**config.mk**
```make
export PLATFORM = sky130hd
export DESIGN_NAME = generic_bus_write_buffer_flat
export DESIGN_NICKNAME = d
export VERILOG_FILES = /design/src/rtl/generic_bus_write_buffer_if.sv /design/src/rtl/generic_bus_write_buffer.sv /design/src/flat_wrapper.sv
export SDC_FILE = /design/constraint.sdc
export NUM_CORES = 1
export LEC_CHECK = 0
export BUFFER_PORTS_ARGS = -buffer_cell sky130_fd_sc_hd__buf_2
export CAP_MARGIN = 5
export CELL_PAD_IN_SITES_DETAIL_PLACEMENT = 0
export CELL_PAD_IN_SITES_GLOBAL_PLACEMENT = 1
export CORE_AREA = 5 5 168 186
export DETAILED_ROUTE_END_ITERATION = 12
export DIE_AREA = 0 0 173 191
export PLACE_DENSITY_LB_ADDON = 0.1
export RECOVER_POWER = 100
export SYNTH_ARGS = -nofsm -noshare
export SYNTH_HDL_FRONTEND = slang
export SYNTH_SLANG_ARGS = --single-unit
```
**constraint.sdc**
```tcl
create_clock -name CLK -period 3.5 [get_ports CLK]
set_input_delay 0.35 -clock CLK [delete_from_list [all_inputs] [get_ports CLK]]
set_output_delay 0.35 -clock CLK [all_outputs]
set_load 0.03 [all_outputs]
```
**src/rtl/generic_bus_write_buffer_if.sv**
```systemverilog
// Generic single-transaction bus: request side (master) drives address, data and strobes;
// the responder (slave) answers with read data and a busy/complete flag.
interface generic_bus_write_buffer_if #(
  parameter int ADDR_W = 32,
  parameter int DATA_W = 32
);
  logic [ADDR_W-1:0]   addr;
  logic [DATA_W-1:0]   wdata;
  logic [DATA_W/8-1:0] byte_en;
  logic                ren;
  logic                wen;
  logic [DATA_W-1:0]   rdata;
  logic                busy;

  modport master (output addr, wdata, byte_en, ren, wen, input rdata, busy);
  modport slave  (input addr, wdata, byte_en, ren, wen, output rdata, busy);
endinterface

```
**src/rtl/generic_bus_write_buffer.sv**
```systemverilog
// Posted-write FIFO between the CPU bus and the memory-side translator; reads wait for the FIFO to drain.
// Optional store-to-load forwarding of full-word writes is enabled with `define WB_READ_FORWARD_EN.
module generic_bus_write_buffer #(
  parameter int DEPTH  = 4,
  parameter int ADDR_W = 32,
  parameter int DATA_W = 32
) (
  input  logic                          CLK,
  input  logic                          nRST,
  generic_bus_write_buffer_if.slave     cpu,
  generic_bus_write_buffer_if.master    mem,
  output logic                          wb_empty
);
  localparam int BE_W  = DATA_W / 8;
  localparam int PTR_W = $clog2(DEPTH);
  localparam int CNT_W = PTR_W + 1;

  typedef enum logic [1:0] {IDLE, DRAIN, READ} state_t;

  state_t             state_reg, state_next;
  logic [CNT_W-1:0]   count_reg, count_next;
  logic [PTR_W-1:0]   wr_ptr_reg, rd_ptr_reg;

  logic [ADDR_W-1:0]  addr_mem [DEPTH];
  logic [DATA_W-1:0]  data_mem [DEPTH];
  logic [BE_W-1:0]    be_mem   [DEPTH];

  logic               rd_req, push, pop;
  logic               fwd_hit;
  logic [DATA_W-1:0]  fwd_data;

  // A simultaneous read+write request is treated as a write only.
  assign rd_req = cpu.ren & ~cpu.wen;
  assign pop    = (state_reg == DRAIN) & ~mem.busy;
  // nRST gates acceptance so cpu_busy reads 1 while reset is held.
  assign push   = nRST & cpu.wen & (state_reg != READ) &
                  ((count_reg < CNT_W'(DEPTH)) | pop);
  assign count_next = count_reg + CNT_W'(push) - CNT_W'(pop);
  assign wb_empty   = (count_reg == '0) & (state_reg != DRAIN);

`ifdef WB_READ_FORWARD_EN
  logic [DEPTH-1:0] entry_match;
  logic             fwd_found;
  logic [PTR_W-1:0] fwd_idx;

  for (genvar gi = 0; gi < DEPTH; gi++) begin : g_cmp
    logic entry_valid;
    assign entry_valid     = {1'b0, PTR_W'(gi) - rd_ptr_reg} < count_reg;
    assign entry_match[gi] = entry_valid &
                             (addr_mem[gi][ADDR_W-1:2] == cpu.addr[ADDR_W-1:2]);
  end

  // Walk oldest to youngest so the last match seen is the youngest.
  always_comb begin
    fwd_found = 1'b0;
    fwd_idx   = '0;
    for (int k = 0; k < DEPTH; k++) begin
      if (entry_match[rd_ptr_reg + PTR_W'(k)]) begin
        fwd_found = 1'b1;
        fwd_idx   = rd_ptr_reg + PTR_W'(k);
      end
    end
  end

  assign fwd_hit  = rd_req & (state_reg == DRAIN) & fwd_found & (&be_mem[fwd_idx]);
  assign fwd_data = data_mem[fwd_idx];
`else
  assign fwd_hit  = 1'b0;
  assign fwd_data = '0;
`endif

  always_comb begin
    state_next  = state_reg;
    cpu.busy    = 1'b1;
    cpu.rdata   = '0;
    mem.addr    = '0;
    mem.wdata   = '0;
    mem.byte_en = '0;
    mem.ren     = 1'b0;
    mem.wen     = 1'b0;
    if (push) cpu.busy = 1'b0;
    case (state_reg)
      IDLE: begin
        if (push)        state_next = DRAIN;
        else if (rd_req) state_next = READ;
      end
      DRAIN: begin
        mem.addr    = addr_mem[rd_ptr_reg];
        mem.wdata   = data_mem[rd_ptr_reg];
        mem.byte_en = be_mem[rd_ptr_reg];
        mem.wen     = 1'b1;
        if (fwd_hit) begin
          cpu.busy  = 1'b0;
          cpu.rdata = fwd_data;
        end
        if (count_next == '0) state_next = (rd_req & ~fwd_hit) ? READ : IDLE;
      end
      READ: begin
        mem.addr    = cpu.addr;
        mem.byte_en = cpu.byte_en;
        mem.ren     = 1'b1;
        cpu.rdata   = mem.rdata;
        cpu.busy    = mem.busy | cpu.wen;
        if (!mem.busy) state_next = IDLE;
      end
      default: state_next = IDLE;
    endcase
  end

  always_ff @(posedge CLK or negedge nRST) begin
    if (!nRST) begin
      state_reg  <= IDLE;
      count_reg  <= '0;
      wr_ptr_reg <= '0;
      rd_ptr_reg <= '0;
    end else begin
      state_reg <= state_next;
      count_reg <= count_next;
      if (push) wr_ptr_reg <= wr_ptr_reg + PTR_W'(1);
      if (pop)  rd_ptr_reg <= rd_ptr_reg + PTR_W'(1);
    end
  end

  // When full, push and pop share a slot: the head is consumed this cycle, overwritten at the edge.
  always_ff @(posedge CLK) begin
    if (push) begin
      addr_mem[wr_ptr_reg] <= cpu.addr;
      data_mem[wr_ptr_reg] <= cpu.wdata;
      be_mem[wr_ptr_reg]   <= cpu.byte_en;
    end
  end

`ifndef SYNTHESIS
  a_no_rw_together: assert property (@(posedge CLK) disable iff (!nRST) !(cpu.ren && cpu.wen));
`endif
endmodule

```
**src/flat_wrapper.sv**
```systemverilog
// flat-port wrapper written by rule: the top's interface ports become plain ports
module generic_bus_write_buffer_flat 
#(
  parameter int DEPTH  = 4,
  parameter int ADDR_W = 32,
  parameter int DATA_W = 32
)
  (CLK, nRST, wb_empty, cpu_addr, cpu_wdata, cpu_byte_en, cpu_ren, cpu_wen, cpu_rdata, cpu_busy, mem_addr, mem_wdata, mem_byte_en, mem_ren, mem_wen, mem_rdata, mem_busy);
  generic_bus_write_buffer_if #(.ADDR_W(ADDR_W), .DATA_W(DATA_W)) cpu_i ();
  generic_bus_write_buffer_if #(.ADDR_W(ADDR_W), .DATA_W(DATA_W)) mem_i ();
  input  logic CLK;
  input  logic nRST;
  output logic wb_empty;
  input wire logic [$bits(cpu_i.addr)-1:0] cpu_addr;
  input wire logic [$bits(cpu_i.wdata)-1:0] cpu_wdata;
  input wire logic [$bits(cpu_i.byte_en)-1:0] cpu_byte_en;
  input wire logic [$bits(cpu_i.ren)-1:0] cpu_ren;
  input wire logic [$bits(cpu_i.wen)-1:0] cpu_wen;
  output wire logic [$bits(cpu_i.rdata)-1:0] cpu_rdata;
  output wire logic [$bits(cpu_i.busy)-1:0] cpu_busy;
  output wire logic [$bits(mem_i.addr)-1:0] mem_addr;
  output wire logic [$bits(mem_i.wdata)-1:0] mem_wdata;
  output wire logic [$bits(mem_i.byte_en)-1:0] mem_byte_en;
  output wire logic [$bits(mem_i.ren)-1:0] mem_ren;
  output wire logic [$bits(mem_i.wen)-1:0] mem_wen;
  input wire logic [$bits(mem_i.rdata)-1:0] mem_rdata;
  input wire logic [$bits(mem_i.busy)-1:0] mem_busy;
  assign cpu_i.addr = cpu_addr;
  assign cpu_i.wdata = cpu_wdata;
  assign cpu_i.byte_en = cpu_byte_en;
  assign cpu_i.ren = cpu_ren;
  assign cpu_i.wen = cpu_wen;
  assign cpu_rdata = cpu_i.rdata;
  assign cpu_busy = cpu_i.busy;
  assign mem_addr = mem_i.addr;
  assign mem_wdata = mem_i.wdata;
  assign mem_byte_en = mem_i.byte_en;
  assign mem_ren = mem_i.ren;
  assign mem_wen = mem_i.wen;
  assign mem_i.rdata = mem_rdata;
  assign mem_i.busy = mem_busy;
  generic_bus_write_buffer #(.DEPTH(DEPTH), .ADDR_W(ADDR_W), .DATA_W(DATA_W)) u_core (.CLK(CLK), .nRST(nRST), .cpu(cpu_i), .mem(mem_i), .wb_empty(wb_empty));
endmodule
```
==> results.py <==
metrics = {
    "outcome": {
        "outcome": "complete, no violations",
    },
    "logic_synthesis": {
        "synth_top_area_share_pct": 71.3,
        "yosysMostFrequentCell": "edfxtp_1",
        "synthCells": 569,
        "synth-seq-cells": 281,
        "syn-num-nets": 684,
        "avgSynthCellArea_um2": 20.1,
        "ys_seq_area_share_pct": 73.2,
        "synthDistinctLibCells": 27,
        "ys_warn_count": 0,
        "ys.flop_type": "edfxtp_1",
        "synth_edf_count": 272,
        "ys_top_cells_by_area": "edfxtp_1 71%, mux4_2 11%, and2_1 3.8%",
        "synthArstFlopShare_pct": 3.20,
        "ys_top_cells_by_count": "272 x edfxtp_1, 69 x and2_1, 58 x mux4_2, 37 x a22oi_1, 37 x nor2b_1",
        "synth_area_um2": 11500,
        "synth_top_area_cell": "edfxtp_1",
    },
    "power": {
        "p_leak_nw": 4.44,
        "p_switching_mw": 3.25,
        "swShare_pct": 31.9,
        "peakVddDrop_uv": 416,
        "p_comb_share_pct": 30.6,
        "pwr_density_cell_nw_per_um2": 749,
        "internal-power_mw": 6.95,
        "power_frac_seq_pct": 41.7,
        "clkPwrFrac_pct": 27.8,
    },
    "timing": {
        "slew_headroom_pct": 36.8,
        "min_period_over_period_pct": 89.6,
        "max_freq_ghz": 0.319,
        "fin_crit_ns": 3.14,
        "tightest_slew_ns": 0.949,
        "setup-tns-final_ns": 0,
        "setup_viol": 0,
        "rsz0062_at_grt": "no",
        "timing.final.max_slew_violations": 0,
        "finClkSkew_ns": 0.00598,
        "fin_hold_ws_ns": 0.0770,
        "final-hold-violation-count": 0,
    },
    "floorplanning": {
        "floorplan.core_area_um2": 29200,
        "row_count": 66,
        "die_h_um": 191,
        "pin_count": 209,
        "die_x_um": 173,
        "start_util_pct": 39.2,
        "die_area_um2": 33000,
    },
    "worst_setup_path": {
        "cp-start-kind": "register",
        "cp_max_fo": 30,
        "required_ns": 3.15,
        "cp.arrival_ns": 2.79,
        "cp-end-kind": "output pin",
        "rr_endpoint": "u_core.data_mem[3][16]$_DFFE_PP_",
        "startpoint": "u_core.rd_ptr_reg[0]$_DFFE_PN0P_",
        "r2r_setup_slack_ns": 0.64,
        "reg2regPathDepth": 7,
        "critical_path_class": "register to output pin",
        "reg2reg_from": "u_core.state_reg[1]$_DFFE_PN0P_",
    },
    "grt": {
        "antenna_found_initial": 1,
        "track_usage_pct": 15.0,
        "grt_pass1_wl_um": 39100,
        "grt_pass1_vias": 6720,
        "grt.overflow.total": 0,
        "grt_max_degree": 74,
    },
    "layout": {
        "layout.nets": 909,
        "seq_area_um2": 8400,
        "drive_gt1_share_pct": 21.6,
        "antenna_cells": 0,
        "fill_cells": 2561,
        "stdcell_count": 1188,
        "area_growth_pct": 18.7,
        "largestRegisters": "u_core.addr_mem: 128 flops, u_core.data_mem: 128 flops, u_core.be_mem: 16 flops",
        "multi_input_area_um2": 2800,
    },
    "routing": {
        "drt_wl_total_um": 25300,
        "vias": 6028,
        "detail_route.first_pass.iterations": 4,
        "drtIter0Drc": 301,
        "route.detailed.drc": 0,
        "wl_per_cell_um": 21.3,
        "vias_per_cell": 5.07,
        "final_antenna_net_count": 0,
    },
    "clock_tree": {
        "clock_latency_ns": 0.53,
        "path_clk_slew_ns": 0.06,
        "htreeDepth": 1,
        "clock_path_buffers": 3,
        "cts_setup_buffers": 0,
        "cts_made_buffers": 29,
        "cts_tree": "built",
        "root_buffer": "clkbuf_16",
        "cts_sinks": 281,
        "cts_resized": 0,
    },
    "placed_design": {
        "numPortBuffers": 208,
        "globalplace.congestion": 0.710,
        "dp.cells": 1136,
        "hpwl_um": 15600,
    },
    "hold_path": {
        "min_to": "u_core.data_mem[0][7]$_DFFE_PP_",
        "hold_depth": 1,
        "min_path_type": "input port to register",
        "min-delay-start": "cpu_wdata[7]",
    },
    "job": {
        "max_cap_viol_count": 0,
    },
}
-- per-stage QoR --
stage	worst slack [ns]	cell area [um2]	utilization, %	total power, mW
floorplan	0.536	11500	-	6.71
global placement	0.926	13000	44.4	7.58
detailed placement	0.803	13000	44.4	7.63
CTS	0.388	13800	47.4	10.5
global route	0.138	13600	46.5	10.7
finish	0.362	13600	46.5	10.2
-- power by group through the flow --
| stage | sequential [mW] | clock (mW) | combinational [mW] |
|---|---|---|---|
| after global routing | 4.30 | 3.06 | 3.39 |
| after global placement | 4.32 | 0 | 3.26 |
| after floorplan | 4.10 | 0 | 2.62 |
| after CTS | 4.27 | 2.92 | 3.31 |
| after detailed placement | 4.34 | 0 | 3.29 |
| final | 4.25 | 2.83 | 3.12 |
-- area by class of cell --
| type | instances | share of cell area [%] |
|---|---|---|
| Sequential cell | 281 | 61.8 |
| Multi-Input combinational cell | 242 | 20.6 |
| Timing Repair Buffer | 230 | 7.56 |
| Clock buffer | 38 | 5.58 |
| Tap cell | 374 | 3.44 |
| Clock inverter | 13 | 0.791 |
| Inverter | 10 | 0.276 |
-- worst max path at each step --
stage	cells past startpoint	end	slack, ns
after floorplan	13	u_core.state_reg[0]$_DFFE_PN0P_	0.54
after global placement	13	u_core.state_reg[0]$_DFFE_PN0P_	0.93
after detailed placement	13	u_core.state_reg[0]$_DFFE_PN0P_	0.80
after CTS	5	mem_byte_en[2]	0.39
after global routing	5	mem_addr[26]	0.14
final	5	mem_byte_en[2]	0.36
-- kinds of logic (layout without fill, tap and decap cells) --
| group | Yosys count | in the layout | synth area share [%] |
|---|---|---|---|
| AO/OA/AOI/OAI | 44 | 44 | 2.84 |
| adder cells (fa/ha/maj) | 10 | 10 | 1.16 |
| multiplexers | 68 | 68 | 13.7 |
| AND/OR/NAND/NOR | 116 | 116 | 6.20 |
| buffers and inverters | 46 | 291 | 2.42 |
| flip-flops | 281 | 281 | 73.2 |
| XOR/XNOR | 4 | 4 | 0.437 |
-- layout by cell type (no fill, tap or decap), drive strengths merged --
cell type and n:
edfxtp 272, clkbuf 205, and2 69, mux4 68, buf 62, a22oi 37, nor2b 37, clkinv 11
inv 10, ha 9, dfrtp 9, nand2 5, nand2b 3, xnor2 3, a31oi 2, bufinv 2
a211oi 1, xor3 1, nor4 1, nor2 1, a21oi 1, o211ai 1, a32o 1, o21ai 1
fa 1, dlygate4sd3 1
-- worst max-delay path: stages, from the launching register on --
cell and delay, ns:
dfrtp_4 0.85, clkbuf_2 0.41, mux4_1 0.58, a22oi_1 0.17, nor2b_1 0.07, buf_2 0.18
-- timing repair --
item | in CTS | in global routing
hold buffers | 1 | 0
setup endpoints to repair | 0 | 0
endpoints found under the hold margin | 9 | 0
-- metal layers --
metal / track usage [%] / vias up / wire length [um]
met5: 0 / - / 13
met4: 2.98 / 2 / 351
met3: 3.44 / 34 / 1360
met2: 26.8 / 136 / 13100
met1: 19.0 / 3128 / 10500
li1: - / 2728 / -
No activity file was read; power rests on OpenSTA's default activity.
